==> src/rtl/pipe_sel_mux.sv <==
// Registered N:1 select stage with valid/ready handshake, 2-entry skid buffer and flush.
// Optional build macro SEL_CHECK_EN: out-of-range selects store zero and pulse sel_err.
module pipe_sel_mux #(
  parameter int WIDTH  = 5,
  parameter int NUM_IN = 2,
  localparam int SEL_W = $clog2(NUM_IN)
) (
  input  logic                    clk,
  input  logic                    rst_n,
  input  logic [NUM_IN*WIDTH-1:0] in_data,
  input  logic [SEL_W-1:0]        sel,
  input  logic                    in_valid,
  output logic                    in_ready,
  input  logic                    flush,
  output logic [WIDTH-1:0]        out_data,
  output logic                    out_valid,
  input  logic                    out_ready,
  output logic                    sel_err
);

  logic             skid_valid;
  logic [WIDTH-1:0] skid_data;
  logic [WIDTH-1:0] mux_data;
  logic             accept;
  logic             main_load;

  // in_ready depends only on registered state, so out_ready never reaches it combinationally
  assign in_ready  = ~skid_valid;
  assign accept    = in_valid & in_ready & ~flush;
  assign main_load = ~out_valid | out_ready;

  // Unmatched (out-of-range) selects fall through to the default word
  always_comb begin
`ifdef SEL_CHECK_EN
    mux_data = '0;
`else
    mux_data = in_data[WIDTH-1:0];
`endif
    for (int k = 0; k < NUM_IN; k++) begin
      if (sel == SEL_W'(k)) mux_data = in_data[k*WIDTH +: WIDTH];
    end
  end

  always_ff @(posedge clk or negedge rst_n) begin
    if (!rst_n) begin
      out_valid  <= 1'b0;
      out_data   <= '0;
      skid_valid <= 1'b0;
      skid_data  <= '0;
    end else if (flush) begin
      // out_data intentionally keeps its last value
      out_valid  <= 1'b0;
      skid_valid <= 1'b0;
    end else begin
      if (main_load) begin
        if (skid_valid) begin
          out_data   <= skid_data;
          out_valid  <= 1'b1;
          skid_valid <= 1'b0;
        end else if (accept) begin
          out_data  <= mux_data;
          out_valid <= 1'b1;
        end else begin
          out_valid <= 1'b0;
        end
      end else if (accept) begin
        skid_data  <= mux_data;
        skid_valid <= 1'b1;
      end
    end
  end

`ifdef SEL_CHECK_EN
  localparam logic [SEL_W:0] NUM_IN_W = (SEL_W+1)'(NUM_IN);

  logic sel_bad;
  logic sel_err_q;

  assign sel_bad = ({1'b0, sel} >= NUM_IN_W);
  assign sel_err = sel_err_q;

  always_ff @(posedge clk or negedge rst_n) begin
    if (!rst_n) sel_err_q <= 1'b0;
    else        sel_err_q <= accept & sel_bad;
  end
`else
  assign sel_err = 1'b0;
`endif

endmodule

==> config.mk <==
export PLATFORM = sky130hd
export DESIGN_NAME = pipe_sel_mux
export DESIGN_NICKNAME = d
export VERILOG_FILES = /design/src/rtl/pipe_sel_mux.sv
export SDC_FILE = /design/constraint.sdc
export NUM_CORES = 1
export LEC_CHECK = 0
export ABC_AREA = 1
export BUFFER_PORTS_ARGS = -buffer_cell sky130_fd_sc_hd__buf_4
export CAP_MARGIN = 20
export CORE_MARGIN = 4
export CORE_UTILIZATION = 30
export DETAILED_ROUTE_END_ITERATION = 12
export PLACE_DENSITY_LB_ADDON = 0.12
export RECOVER_POWER = 25
export SYNTH_ARGS = -nofsm -noshare
export SYNTH_HDL_FRONTEND = slang
export SYNTH_SLANG_ARGS = --single-unit
export TNS_END_PERCENT = 10
==> constraint.sdc <==
create_clock -name clk -period 1.05 [get_ports clk]
set_clock_uncertainty 0.15 [all_clocks]
set_input_delay 0.0525 -clock clk [delete_from_list [all_inputs] [get_ports clk]]
set_output_delay 0.0525 -clock clk [all_outputs]
set_load 0.01 [all_outputs]
# ---- Word level (Yosys, flattened, before mapping)
# Index checks and enable logic that the tools add are counted.
dict set report totals {
  output_inout_bits 8
  inputBits 16
  register_bits 12
}
dict set report op_classes {
  muxes 10
  n_bitwise 7
  reduce_logical 5
}
# op n
set op_table {}
lappend op_table {{$mux 5} 3}
lappend op_table {{$mux 1} 7}
lappend op_table {{$reduce_and 3->1} 2}
lappend op_table {{$not 1->1} 4}
lappend op_table {{$reduce_bool 2->1} 2}
lappend op_table {{$reduce_bool 3->1} 1}
lappend op_table {{$and 1x1->1} 2}
lappend op_table {{$or 1x1->1} 1}

# ---- Depth between registers and ports, before layout
dict set report logic_depth {
  word_depth 7
  ltp_mapped 7
}

# ---- Worst setup path before layout
# Ideal clock, no wire load.
dict set report synth_path {
  path_kind {reg-to-reg}
  startpoint {register skid_valid}
  endpoint {register skid_data[3]}
  setup_time_ps 119
  arrival_ps 853
  path_slack_ps -72
  path_stages_with_launch 6
  synth_period_minus_slack_ps 1122
  required_time_ps 781
  cell_sequence {dfrtp_1 > buf_6 > nor2_1 > nand2_2 > nand2_1 > o21ai_2}
}
dict set report synth_between {
  elab_chain_cells 4
}
# item line_no
set synth_lines {}
lappend synth_lines {{start, declared} 21} ;# logic skid_valid;
lappend synth_lines {{start signal, assigned} 48} ;# skid_valid <= 1'b0;
lappend synth_lines {{start signal, assigned} 53} ;# skid_valid <= 1'b0;
lappend synth_lines {{start signal, assigned} 59} ;# skid_valid <= 1'b0;
lappend synth_lines {{$not 1->1} 28} ;# assign in_ready = ~skid_valid;
lappend synth_lines {{$and 1x1->1 (2 in a row)} 29} ;# assign accept = in_valid & in_ready & ~flush;
lappend synth_lines {{$reduce_and 3->1 (no source line)} -}
lappend synth_lines {{end signal, assigned} 67} ;# skid_data <= mux_data;
lappend synth_lines {{end, declared} 22} ;# logic [WIDTH-1:0] skid_data;
# No other way between the ends.
# A chain may end at the register's enable or synchronous reset.

# ---- Final worst setup path
dict set report layout_path {
  startpoint {register skid_valid}
  endpoint {register out_data[3]}
}
dict set report layout_between {
  elab_chain_cells 5
  word_cells_on_any_way 6
  cone_classes {1 x mux; 3 x bitwise; 2 x reduce/logical}
}
# item line_no
set layout_lines {}
lappend layout_lines {{$not 1->1} 28}
lappend layout_lines {{$and 1x1->1 (2 in a row)} 29}
lappend layout_lines {{$reduce_bool 2->1 (no source line)} -}
lappend layout_lines {{$reduce_and 3->1 (no source line)} -}
lappend layout_lines {{end signal, assigned} 57} ;# out_data <= skid_data;
lappend layout_lines {{end signal, assigned} 61} ;# out_data <= mux_data;
lappend layout_lines {{end, declared} 15} ;# output logic [WIDTH-1:0] out_data,
# Parallel ways exist; a longest one is shown, timed or not.

==> results.md <==
- # clock sinks: 12
- Peak supply drop: 1.17 mV
- Boundary Pins: 24
- Routed via count: 653
- Antenna diodes: 0
- Failing checks: negative hold slack, negative setup slack
- Clock power frac: 22.2%
- #FFs+latches synth: 12
- Critical path fanouts, max: 7
- Slew Viols, Final: 0
- Data arrival, critical path: 1210 ps
- Worst hold-check path type: input port to flop
- Antenna Nets Post-Route: 0
- Sequential share of power: 49.0%
- Starting Density: 33.1%
- CP bufs+invs: 2
- Period utilization: 114%
- # setup viols final: 13
- Wirelength, routed: 1500 um
- Nets: 148
- CTS clk-pin slew, worst paths: 70 ps
- Power Total: 0.00122 W
- Cell Pwr Density: 1200 mW/mm^2
- Hold WS: -94.0 ps
- Total track usage: 10.6%
- Psw: 0.000349 W
- CTS tree: done
- Number of global-route vias before repair: 661
- Int Pwr: 0.000868 W
- First drt pass iteration count: 4
- Run status: finished, violations left
- Core area: 0.00204 mm^2
- Logic gate share of total power: 28.8%
- Hold path cells: 3
- Seq/Total Area, Yosys: 44.4%
- PnR worst setup slack: -151 ps
- Net count after synthesis: 111
- YS warnings: 0
- PortBufs: 22
- Final instance area: 0.00101 mm^2
- R2R setup slack: -150 ps
- Die area: 0.00308 mm^2
- DR DRC count: 0
- Placed cell area: 887 um^2
- Post-Syn Instances: 95
- WP depth: 7
- Final min period: 1200 ps
- Crit-path leading delay family: flip-flops
- Net Sw Frac: 28.7%
- R2R cell count: 7
- Number of distinct library cells after synthesis: 14
- CP Cell Sequence: buf_6 > nor2_4 > nor2_4 > nand2_4 > inv_4 > nand2_1 > nand2_1
- End-of-flow core utilization: 49.6%
- Die Span Y: 55.5 um
- Setup TNS: -1540 ps
- Initial DRC count: 6
- Gr ovfl total: 0
- P_leak: 0.589 nW
- Post-Syn Area: 677 um^2
- First-pass GRT wire length: 2650 um
- Final Hold Viols: 2
- Htree depth: 1
- CP startpoint kind: flop
- Layout cell share with drive strength beyond 1: 30.0%
- Final RePlAce weighted congestion: 0.738
- Die W: 55.5 um
- Syn_area_per_cell: 7.13 um^2
- CTS root buf: clkbuf_4
- Vias/cell: 4.16
- CP Capture Type: flop
- Largest net degree at the start of global routing: 13
- Max clock buf depth: 2
- TritonCTS buffer count: 3
- Initial antenna violation count: 0
- WS Path Type: flop to flop
- WP data required: 1060 ps
- RSZ-0062 raised after global routing: yes
- Max-Cap Viols: 0
- Area grow syn2layout: 49.5%
- Hold_buf cts: 8
- Average wire per cell in the routed design: 9.52 um
- Max incr delay on CP: 410 ps
- Crit-path slowest cell: dfrtp_1
- Max Fclk: 833 MHz
- Row cnt: 16
- DPL Wire Length: 1160 um
- Clock Latency Late Sink: 260 ps
## routing by layer
| metal | GRT usage (%) | routed length [um] |
|---|---|---|
| met2 | 18.9 | 746 |
| met1 | 11.8 | 670 |
| met5 | 0 | 0 |
| met3 | 4.43 | 78 |
| met4 | 2.08 | 0 |
## synth_stat cells
cell,instances,area (um^2)
inv_4,1,6.26
o21ai_1,4,20.0
buf_4,1,7.51
nand2_1,46,173
nor2_1,2,7.51
conb_1,1,3.75
inv_1,15,56.3
nand2_2,2,12.5
dfrtp_1,12,300
nor2_4,3,33.8
buf_6,1,11.3
o21ai_2,1,8.76
nand2_4,1,11.3
nand3_1,5,25.0
## state kept, by name (all words and copies together), names as in the netlist
signal / flops
skid_data: 5
out_valid: 1
out_data: 5
skid_valid: 1
## worst reg2reg max path: cells and delay by family, from the launching register on
kind / cells / cell delay [ps]
DFF: 1 / 410
and+or+nand+nor: 5 / 340
buffers and inverters: 2 / 190
## logic make-up after synthesis
| group | after synthesis | synth area share [%] |
|---|---|---|
| and+or+nand+nor | 59 | 38.8 |
| DFF | 12 | 44.4 |
| AOI/OAI and AO/OA | 5 | 4.25 |
| other | 1 | 0.554 |
| buffers and inverters | 18 | 12.0 |
## what timing repair did
item / CTS / global route
pin swaps: 1 / 1
resized for setup: 5 / 0
setup buffers: 1 / 0
endpoints found under the setup margin: 12 / 13
endpoints found under the hold margin: 19 / 2
## layout by cell type (no fill, tap or decap)
cell | synthesis | final
dfrtp_1 | 12 | 12
nand3_1 | 5 | 5
buf_4 | 1 | 22
nor2_1 | 2 | 1
clkbuf_4 | 0 | 3
conb_1 | 1 | 1
buf_6 | 1 | 4
nor2_2 | 0 | 1
o21ai_2 | 1 | 1
nand2_1 | 46 | 46
inv_4 | 1 | 1
dlygate4sd3_1 | 0 | 8
nand2_2 | 2 | 1
nor2_4 | 3 | 3
inv_1 | 15 | 14
o21ai_1 | 4 | 4
inv_2 | 0 | 1
nand2_4 | 1 | 2
## final cells by class
class / count / area, um^2
fill: 207 / 1030
multi-input combinational: 65 / 303
sequential: 12 / 300
timing repair buffer: 34 / 290
inverter: 16 / 62.6
tap: 27 / 33.8
clock buffer: 3 / 22.5
## stage by stage
stage               setup slack (ps)  instances
finish                          -151        157
global route                    -236        157
CTS                             -150        157
detailed placement             -75.7        145
global placement               -70.9        145
floorplan                      -51.5         95
## worst paths after layout
check	from	to
max	skid_valid	out_data[3]
min	in_valid	skid_valid
max reg2reg	skid_valid	out_data[3]
min reg2reg	skid_data[3]	skid_data[3]
max in group asynchronous	rst_n	skid_data[3]
min in group asynchronous	rst_n	out_data[0]
## power groups by stage
stage               Sequential (W)  Combinational [W]  Clock (W)
finish                    0.000597           0.000351   0.000270
global route              0.000612           0.000402   0.000311
CTS                       0.000597           0.000358   0.000288
detailed placement        0.000606           0.000327          0
global placement          0.000607           0.000324          0
floorplan                 0.000619           0.000158          0
Power figures use the tool's default switching activity.
